## config.mk

```make
export PLATFORM = sky130hd
export DESIGN_NAME = pipe_reg_ex_mem_hs_flat
export DESIGN_NICKNAME = d
export VERILOG_FILES = /design/src/rtl/pipe_reg_ex_mem_hs_if.sv /design/src/rtl/pipe_reg_ex_mem_hs.sv /design/src/flat_wrapper.sv
export SDC_FILE = /design/constraint.sdc
export NUM_CORES = 1
export LEC_CHECK = 0
export ABC_AREA = 1
export CAP_MARGIN = 40
export CELL_PAD_IN_SITES_DETAIL_PLACEMENT = 2
export CELL_PAD_IN_SITES_GLOBAL_PLACEMENT = 2
export CORE_ASPECT_RATIO = 1.5
export CORE_MARGIN = 4
export CORE_UTILIZATION = 28
export CTS_CLUSTER_SIZE = 10
export DETAILED_ROUTE_END_ITERATION = 7
export PLACE_DENSITY_LB_ADDON = 0.1
export SLEW_MARGIN = 30
export SYNTH_ARGS = -nofsm -noshare
export SYNTH_HDL_FRONTEND = slang
export SYNTH_SLANG_ARGS = --single-unit
```

## constraint.sdc

```tcl
create_clock -name clk -period 4.16 [get_ports clk]
set_input_delay 0.416 -clock clk [delete_from_list [all_inputs] [get_ports clk]]
set_output_delay 0.416 -clock clk [all_outputs]
set_load 0.02 [all_outputs]
```

## src/rtl/pipe_reg_ex_mem_hs_if.sv

```systemverilog
// EX -> MEM handshake bundle: EX-side entry with valid/ready, MEM-side held entry with valid/ready.
// master = the EX/MEM environment, slave = the pipeline register stage.
interface pipe_reg_ex_mem_hs_if #(
  parameter int unsigned DATA_W = 6,
  parameter int unsigned REG_W  = 6
);
  logic              in_valid;
  logic              in_ready;
  logic              in_reg_write;
  logic              in_mem_to_reg;
  logic              in_mem_write;
  logic [DATA_W-1:0] in_alu;
  logic [DATA_W-1:0] in_wdata;
  logic [REG_W-1:0]  in_wreg;

  logic              out_valid;
  logic              out_ready;
  logic              out_reg_write;
  logic              out_mem_to_reg;
  logic              out_mem_write;
  logic [DATA_W-1:0] out_alu;
  logic [DATA_W-1:0] out_wdata;
  logic [REG_W-1:0]  out_wreg;

  modport master (
    output in_valid, in_reg_write, in_mem_to_reg, in_mem_write, in_alu, in_wdata, in_wreg,
    output out_ready,
    input  in_ready,
    input  out_valid, out_reg_write, out_mem_to_reg, out_mem_write, out_alu, out_wdata, out_wreg
  );

  modport slave (
    input  in_valid, in_reg_write, in_mem_to_reg, in_mem_write, in_alu, in_wdata, in_wreg,
    input  out_ready,
    output in_ready,
    output out_valid, out_reg_write, out_mem_to_reg, out_mem_write, out_alu, out_wdata, out_wreg
  );
endinterface

```

## src/rtl/pipe_reg_ex_mem_hs.sv

```systemverilog
// EX/MEM pipeline register with valid/ready handshake, 2-entry skid buffer, flush and async reset.
// Optional MEM back-pressure counter enabled by defining EX_MEM_STALL_CNT_EN.
module pipe_reg_ex_mem_hs #(
  parameter int unsigned DATA_W = 6,
  parameter int unsigned REG_W  = 6,
  parameter int unsigned CNT_W  = 16
) (
  input  logic                  clk,
  input  logic                  rst,
  input  logic                  flush,
  pipe_reg_ex_mem_hs_if.slave   bus,
  output logic [CNT_W-1:0]      stall_cnt
);

  typedef enum logic [1:0] {
    S_EMPTY = 2'd0,
    S_ONE   = 2'd1,
    S_TWO   = 2'd2
  } state_t;

  typedef struct packed {
    logic              reg_write;
    logic              mem_to_reg;
    logic              mem_write;
    logic [DATA_W-1:0] alu;
    logic [DATA_W-1:0] wdata;
    logic [REG_W-1:0]  wreg;
  } entry_t;

  state_t r_state;
  entry_t r_main;
  entry_t r_skid;
  // r_out_valid is the main-entry valid bit; !r_in_ready is the skid-entry valid bit
  logic   r_in_ready;
  logic   r_out_valid;

  entry_t w_in;
  logic   w_in_xfer;
  logic   w_out_xfer;

  assign w_in = '{reg_write:  bus.in_reg_write,
                  mem_to_reg: bus.in_mem_to_reg,
                  mem_write:  bus.in_mem_write,
                  alu:        bus.in_alu,
                  wdata:      bus.in_wdata,
                  wreg:       bus.in_wreg};

  assign w_in_xfer  = bus.in_valid & r_in_ready;
  assign w_out_xfer = r_out_valid & bus.out_ready;

  // Main-entry control bits are cleared whenever main goes invalid, so the
  // control outputs are gated by valid straight out of the register.
  always_ff @(posedge clk or posedge rst) begin
    if (rst) begin
      r_state     <= S_EMPTY;
      r_main      <= '0;
      r_skid      <= '0;
      r_in_ready  <= 1'b1;
      r_out_valid <= 1'b0;
    end else if (flush) begin
      r_state     <= S_EMPTY;
      r_in_ready  <= 1'b1;
      r_out_valid <= 1'b0;
      {r_main.reg_write, r_main.mem_to_reg, r_main.mem_write} <= 3'b000;
    end else begin
      case (r_state)
        S_EMPTY: begin
          if (w_in_xfer) begin
            r_main      <= w_in;
            r_state     <= S_ONE;
            r_out_valid <= 1'b1;
          end
        end
        S_ONE: begin
          if (w_in_xfer && w_out_xfer) begin
            r_main <= w_in;
          end else if (w_in_xfer) begin
            r_skid     <= w_in;
            r_state    <= S_TWO;
            r_in_ready <= 1'b0;
          end else if (w_out_xfer) begin
            r_state     <= S_EMPTY;
            r_out_valid <= 1'b0;
            {r_main.reg_write, r_main.mem_to_reg, r_main.mem_write} <= 3'b000;
          end
        end
        S_TWO: begin
          if (w_out_xfer) begin
            r_main     <= r_skid;
            r_state    <= S_ONE;
            r_in_ready <= 1'b1;
          end
        end
        default: begin
          r_state     <= S_EMPTY;
          r_in_ready  <= 1'b1;
          r_out_valid <= 1'b0;
          {r_main.reg_write, r_main.mem_to_reg, r_main.mem_write} <= 3'b000;
        end
      endcase
    end
  end

  assign bus.in_ready       = r_in_ready;
  assign bus.out_valid      = r_out_valid;
  assign bus.out_reg_write  = r_main.reg_write;
  assign bus.out_mem_to_reg = r_main.mem_to_reg;
  assign bus.out_mem_write  = r_main.mem_write;
  assign bus.out_alu        = r_main.alu;
  assign bus.out_wdata      = r_main.wdata;
  assign bus.out_wreg       = r_main.wreg;

`ifdef EX_MEM_STALL_CNT_EN
  logic [CNT_W-1:0] r_stall_cnt;

  // Saturating count of cycles where MEM holds off a valid entry; only rst clears it
  always_ff @(posedge clk or posedge rst) begin
    if (rst) begin
      r_stall_cnt <= '0;
    end else if (r_out_valid && !bus.out_ready && (r_stall_cnt != {CNT_W{1'b1}})) begin
      r_stall_cnt <= r_stall_cnt + CNT_W'(1);
    end
  end

  assign stall_cnt = r_stall_cnt;
`else
  assign stall_cnt = '0;
`endif

endmodule

```

## src/flat_wrapper.sv

```systemverilog
// flat-port wrapper written by rule: the top's interface ports become plain ports
module pipe_reg_ex_mem_hs_flat 
#(
  parameter int unsigned DATA_W = 6,
  parameter int unsigned REG_W  = 6,
  parameter int unsigned CNT_W  = 16
)
  (clk, rst, flush, stall_cnt, bus_in_valid, bus_in_reg_write, bus_in_mem_to_reg, bus_in_mem_write, bus_in_alu, bus_in_wdata, bus_in_wreg, bus_out_ready, bus_in_ready, bus_out_valid, bus_out_reg_write, bus_out_mem_to_reg, bus_out_mem_write, bus_out_alu, bus_out_wdata, bus_out_wreg);
  pipe_reg_ex_mem_hs_if #(.DATA_W(DATA_W), .REG_W(REG_W)) bus_i ();
  input  logic clk;
  input  logic rst;
  input  logic flush;
  output logic [CNT_W-1:0] stall_cnt;
  input wire logic [$bits(bus_i.in_valid)-1:0] bus_in_valid;
  input wire logic [$bits(bus_i.in_reg_write)-1:0] bus_in_reg_write;
  input wire logic [$bits(bus_i.in_mem_to_reg)-1:0] bus_in_mem_to_reg;
  input wire logic [$bits(bus_i.in_mem_write)-1:0] bus_in_mem_write;
  input wire logic [$bits(bus_i.in_alu)-1:0] bus_in_alu;
  input wire logic [$bits(bus_i.in_wdata)-1:0] bus_in_wdata;
  input wire logic [$bits(bus_i.in_wreg)-1:0] bus_in_wreg;
  input wire logic [$bits(bus_i.out_ready)-1:0] bus_out_ready;
  output wire logic [$bits(bus_i.in_ready)-1:0] bus_in_ready;
  output wire logic [$bits(bus_i.out_valid)-1:0] bus_out_valid;
  output wire logic [$bits(bus_i.out_reg_write)-1:0] bus_out_reg_write;
  output wire logic [$bits(bus_i.out_mem_to_reg)-1:0] bus_out_mem_to_reg;
  output wire logic [$bits(bus_i.out_mem_write)-1:0] bus_out_mem_write;
  output wire logic [$bits(bus_i.out_alu)-1:0] bus_out_alu;
  output wire logic [$bits(bus_i.out_wdata)-1:0] bus_out_wdata;
  output wire logic [$bits(bus_i.out_wreg)-1:0] bus_out_wreg;
  assign bus_i.in_valid = bus_in_valid;
  assign bus_i.in_reg_write = bus_in_reg_write;
  assign bus_i.in_mem_to_reg = bus_in_mem_to_reg;
  assign bus_i.in_mem_write = bus_in_mem_write;
  assign bus_i.in_alu = bus_in_alu;
  assign bus_i.in_wdata = bus_in_wdata;
  assign bus_i.in_wreg = bus_in_wreg;
  assign bus_i.out_ready = bus_out_ready;
  assign bus_in_ready = bus_i.in_ready;
  assign bus_out_valid = bus_i.out_valid;
  assign bus_out_reg_write = bus_i.out_reg_write;
  assign bus_out_mem_to_reg = bus_i.out_mem_to_reg;
  assign bus_out_mem_write = bus_i.out_mem_write;
  assign bus_out_alu = bus_i.out_alu;
  assign bus_out_wdata = bus_i.out_wdata;
  assign bus_out_wreg = bus_i.out_wreg;
  pipe_reg_ex_mem_hs #(.DATA_W(DATA_W), .REG_W(REG_W), .CNT_W(CNT_W)) u_core (.clk(clk), .rst(rst), .flush(flush), .bus(bus_i), .stall_cnt(stall_cnt));
endmodule
```

; ---- Yosys cells after proc, flatten, opt, wreduce, memory -nomap -nowiden
; Index checks and enable logic that the tools add are counted.
[op_classes]
eq_ne = 16
muxes = 27
bitwise = 4
n_reduce_logical = 9
[op_table]
columns = operator, count
row1 = $pmux 18 s3, 1
row2 = $mux 21, 2
row3 = $mux 18, 1
row4 = $reduce_and 4->1, 4
row5 = $mux 2, 6
row6 = $mux 3, 4
row7 = $ne 3x2->1 const B, 4
row8 = $reduce_and 5->1, 2
row9 = $mux 1, 9
row10 = $pmux 3 s3, 1
row11 = $ne 4x2->1 const B, 2
row12 = $ne 2x1->1 const B, 3
row13 = $ne 3x3->1 const B, 2
row14 = $pmux 1 s3, 2
row15 = $pmux 2 s3, 1
row16 = $ne 2x2->1 const B, 2
row17 = $ne 4x4->1 const B, 1
row18 = $reduce_bool 3->1, 1
row19 = $and 1x1->1, 2
row20 = $eq 2x1->1 const B, 1
row21 = $eq 2x2->1 const B, 1
row22 = $logic_not 2->1, 1
row23 = $not 1->1, 2
row24 = $logic_and 1x1->1, 1
[word_totals]
register_bits = 46
input_bits = 26
out_inout_bits = 39
wordCells = 71

; ---- Logic depth before layout (Yosys ltp)
[logic_depth]
depth_word = 6
mapped_depth = 9
depth_no_buf = 8

; ---- Worst setup path before layout
; No wires, ideal clock.
[synth_path]
path_type = register to register
from = reg u_core.r_in_ready, in the netlist u_core.bus.in_ready
to = reg u_core.r_skid[0] (netlist name)
setup_ns = 0.124
arrival_ns = 1.260
t_required_ns = 4.036
slack_ns = 2.777
stages_incl_launch_ff = 7
n_path_buf = 1
period_less_slack_ns = 1.383
cell_sequence = dfstp_2 -> nand2_1 -> inv_1 -> nand3_2 -> buf_2 -> nor2_1 -> a21oi_1
[synth_via]
elab_chain_cells = 4
[synth_rtl]
columns = element, line
row1 = start: declaration, pipe_reg_ex_mem_hs.sv:34  ; logic r_in_ready;
row2 = start signal: assignment, pipe_reg_ex_mem_hs.sv:58  ; r_in_ready <= 1'b1;
row3 = start signal: assignment, pipe_reg_ex_mem_hs.sv:62  ; r_in_ready <= 1'b1;
row4 = start signal: assignment, pipe_reg_ex_mem_hs.sv:80  ; r_in_ready <= 1'b0;
row5 = $and 1x1->1 (*), pipe_reg_ex_mem_hs.sv:48  ; assign w_in_xfer = bus.in_valid & r_in_ready;
row6 = $logic_and 1x1->1, pipe_reg_ex_mem_hs.sv:75  ; if (w_in_xfer && w_out_xfer) begin
row7 = $not 1->1 (no source line), n/a
row8 = $reduce_and 4->1 (no source line) (*), n/a
row9 = end signal: assignment, pipe_reg_ex_mem_hs.sv:78  ; r_skid <= w_in;
row10 = end: declaration, pipe_reg_ex_mem_hs.sv:32  ; entry_t r_skid;
; Every way passes the cells marked *; elsewhere a longest branch is shown, timed or not.
; A chain may end at the register's enable or synchronous reset.

; ---- Worst setup path in the final report
[layout_path]
from = reg u_core.r_state[1]
to = reg u_core.r_main, in the netlist u_core.bus.out_wdata[0]
[layout_via]
elab_chain_cells = 3
elab_cells_between_ends = 9
classes_between = eq/ne (5) / mux (1) / reduce/logical (3)
[layout_rtl]
columns = element, line
row1 = start: declaration, pipe_reg_ex_mem_hs.sv:30  ; state_t r_state;
row2 = start signal: assignment, pipe_reg_ex_mem_hs.sv:55  ; r_state <= S_EMPTY;
row3 = start signal: assignment, pipe_reg_ex_mem_hs.sv:61  ; r_state <= S_EMPTY;
row4 = start signal: assignment, pipe_reg_ex_mem_hs.sv:70  ; r_state <= S_ONE;
row5 = $eq 2x2->1 (tied with other cells), pipe_reg_ex_mem_hs.sv:66  ; case (r_state)
row6 = $ne 2x1->1 (no source line) or $reduce_bool 3->1 (tied branches), n/a
row7 = $reduce_and 5->1 (no source line), n/a
row8 = end signal: assignment, pipe_reg_ex_mem_hs.sv:69  ; r_main <= w_in;
row9 = end signal: assignment, pipe_reg_ex_mem_hs.sv:76  ; r_main <= w_in;
row10 = end signal: assignment, pipe_reg_ex_mem_hs.sv:89  ; r_main <= r_skid;
row11 = end: declaration, pipe_reg_ex_mem_hs.sv:31  ; entry_t r_main;
; Several ways; a longest one is shown, not always the timed one.

==> results.py <==
metrics = {
    "cells_and_area": {
        "drive_gt1_frac": 0.0526,
        "stdcell_count": 447,
        "top_register": "u_core.r_skid",
        "syn2layout_area_growth_pct": 29.7,
        "n_antenna_cell": 0,
        "largest_reg_flops": 21,
        "layout.nets": 367,
        "final_util": 0.371,
    },
    "timing": {
        "report.final.slew_viol_count": 0,
        "timing.final.crit_period_ns": 1.89,
        "clock_skew_ns": 0.00323,
        "rsz0062_at_grt": "no",
        "tightest_slew_ns": 0.608,
        "hold_viol_final": 0,
        "relSlewSlack": 0.595,
        "max_clock_freq_mhz": 528,
        "finalSetupViolations": 0,
        "min_period_over_period": 0.455,
        "timing.setup.tns_ns": 0,
    },
    "clock_network": {
        "clk_latency_ns": 0.28,
        "cts_hold_buf": 0,
        "cts_buffers": 5,
        "clock_sinks": 46,
        "cts_root_buf": "clkbuf_16",
        "post_cts_resized": 0,
        "htree_levels": 2,
        "clkTransAtPathRegs_ns": 0.06,
        "cts_setup_buffers": 0,
        "cts_tree": "built",
        "clk_path_buf_depth": 2,
    },
    "yosys": {
        "ys_seq_area_frac": 0.506,
        "synth_area_per_cell_um2": 7.72,
        "synth_seq_cells": 46,
        "synthCells": 295,
        "yosys_warnings": 0,
        "netlist_area_um2": 2280,
        "synth.distinct_cells": 24,
        "synth_top_area_share": 0.495,
        "yosysTopAreaCell": "dfrtp_1",
        "synthTopCellsByArea": "dfrtp_1 49%, nand2_1 18%, o21ai_0 5.5%, buf_4 5.3%, inv_1 4.5%",
    },
    "pwr": {
        "power_density_nw_per_um2": 657,
        "p_sw_w": 0.000729,
        "power.share.clock": 0.208,
        "switching_share": 0.376,
        "p_leak_nw": 1.51,
        "pwr-share-comb": 0.408,
        "seqPwrFrac": 0.385,
        "ir_drop_mv": 0.205,
        "intPower_w": 0.00121,
    },
    "route": {
        "drc": 0,
        "drtPass1Iterations": 4,
        "wirelength_um": 6120,
        "drt-initial-drc-count": 67,
        "final_antenna_net_count": 0,
        "via_count": 2007,
        "drt-wirelength-per-cell_um": 13.7,
        "vias_per_cell": 4.49,
    },
    "floorplanning": {
        "die_x_um": 81.6,
        "core_um2": 7960,
        "die-area_um2": 9660,
        "start_util": 0.286,
        "ios": 65,
        "dieHeight_um": 118,
        "rows": 40,
    },
    "grt": {
        "grt_antenna_before_repair": 0,
        "grt_pass1_vias": 2145,
        "gr-total-overflow": 0,
        "met1_usage": 0.161,
        "grt_max_degree": 47,
        "grtUsageTotal": 0.137,
        "top_usage_layer": "met2",
        "grt_pass1_wl_um": 10400,
        "met2_usage": 0.244,
        "met3_usage": 0.0191,
    },
    "placed_design": {
        "portBuffers": 48,
        "dp_cells": 438,
        "place.gp.congestion": 0.865,
        "dp_hpwl_um": 4450,
    },
    "worst_hold_path": {
        "hold_class": "reg -> reg",
    },
    "worst_setup_path": {
        "crit_buf_inv": 3,
        "cp_slowest_cell": "dfrtp_1",
        "critPathKind": "reg -> reg",
        "required_ns": 4.38,
        "critPathTopFamily": "simple AND/OR/NAND/NOR gates",
        "crit_path_max_incr_delay_ns": 0.48,
        "endpoint_kind": "register",
        "cp-start-kind": "register",
        "cp_cell_sequence": "inv_2, nor2_4, inv_2, o21ai_2, nand2_4, inv_6, nand2_1, nand2_1",
        "cp_max_fo": 27,
        "critPathArrivalTime_ns": 2.11,
    },
    "run": {
        "maxCapViolations": 0,
    },
    "run_status": {
        "status": "finished clean",
    },
}
[power by group through the flow]
stage	registers, W	clock network [W]	logic [W]
2_1_floorplan	0.000861	0	0.000368
3_3_place_gp	0.000751	0	0.000779
3_5_place_dp	0.000759	0	0.000803
4_1_cts	0.000752	0.000420	0.000808
5_1_grt	0.000776	0.000437	0.000897
6_report	0.000747	0.000403	0.000791
[layer usage]
layer / wire, um / up-vias
met5: 0 / -
met4: 126 / 0
met3: 179 / 8
met2: 3300 / 36
met1: 2510 / 988
li1: - / 975
[path summary, 6_finish.rpt]
check                                      start                 endpoint  slack (ns)  depth (start not counted)
setup / recovery               u_core.r_state[1]  u_core.bus.out_wdata[0]        2.27                          8
hold / removal             u_core.bus.out_alu[1]    u_core.bus.out_alu[1]        0.48                          2
setup reg to reg               u_core.r_state[1]  u_core.bus.out_wdata[0]        2.27                          8
hold reg to reg            u_core.bus.out_alu[1]    u_core.bus.out_alu[1]        0.48                          2
max in group asynchronous                    rst     u_core.bus.out_valid        3.18                          2
min in group asynchronous                    rst   u_core.bus.out_wreg[5]        0.56                          2
[synth_stat cells]
cell type    n
clkbuf_1     2
nand3_2      1
a21oi_1     13
nand2_4      1
and2_1       1
buf_6        1
inv_1       27
o21ai_0     25
nand2_1    109
o21ai_2      1
o21ai_1      3
inv_6        1
buf_2        6
nor2_2       1
nor2_4       1
nor2_1      20
dfstp_2      1
dfrtp_1     45
a31oi_1      1
conb_1       1
nand4_1      3
inv_2        2
buf_4       16
nand3_1     13
[cells by family after synthesis]
group / after synthesis / synth area share
AND/OR/NAND/NOR: 150 / 0.269
buffers and inverters: 55 / 0.126
flip-flops: 46 / 0.506
AO/OA/AOI/OAI: 43 / 0.0968
other: 1 / 0.00165
[worst reg2reg max path, cell delays in order, from the launching register on]
cell and delay [ns]:
dfrtp_1 0.48, inv_2 0.11, nor2_4 0.27, inv_2 0.25, o21ai_2 0.15, nand2_4 0.19
inv_6 0.22, nand2_1 0.09, nand2_1 0.07
[area by class of cell]
| cell class | count | area, um^2 |
|---|---|---|
| repair buffers | 49 | 508 |
| multi-input cells | 209 | 893 |
| well taps | 105 | 131 |
| clock buffers | 7 | 143 |
| flip-flops and latches | 46 | 1150 |
| fillers | 915 | 5000 |
| inverters | 30 | 120 |
| clock inverters | 1 | 5.00 |
[metrics by stage]
stage / setup slack, ns / area [um^2] / hold slack [ns] / total power, W
global placement: 1.88 / 2780 / 0.461 / 0.00153
global route: 1.99 / 2950 / 0.499 / 0.00211
finish: 2.27 / 2950 / 0.482 / 0.00194
CTS: 2.09 / 2930 / 0.485 / 0.00198
floorplan: 2.66 / 2330 / 0.453 / 0.00123
detailed placement: 1.81 / 2780 / 0.467 / 0.00156
[cells in the final DEF, fill, tap and decap left out, drive strengths merged]
cell	n
and2	1
clkinv	1
dfrtp	45
buf	1
dfstp	1
nand4	3
o21ai	29
nor2	22
clkbuf	7
a31oi	1
clkdlybuf4s50	48
nand2	110
nand3	14
a21oi	13
inv	30
conb	16
Power figures use the tool's default switching activity.
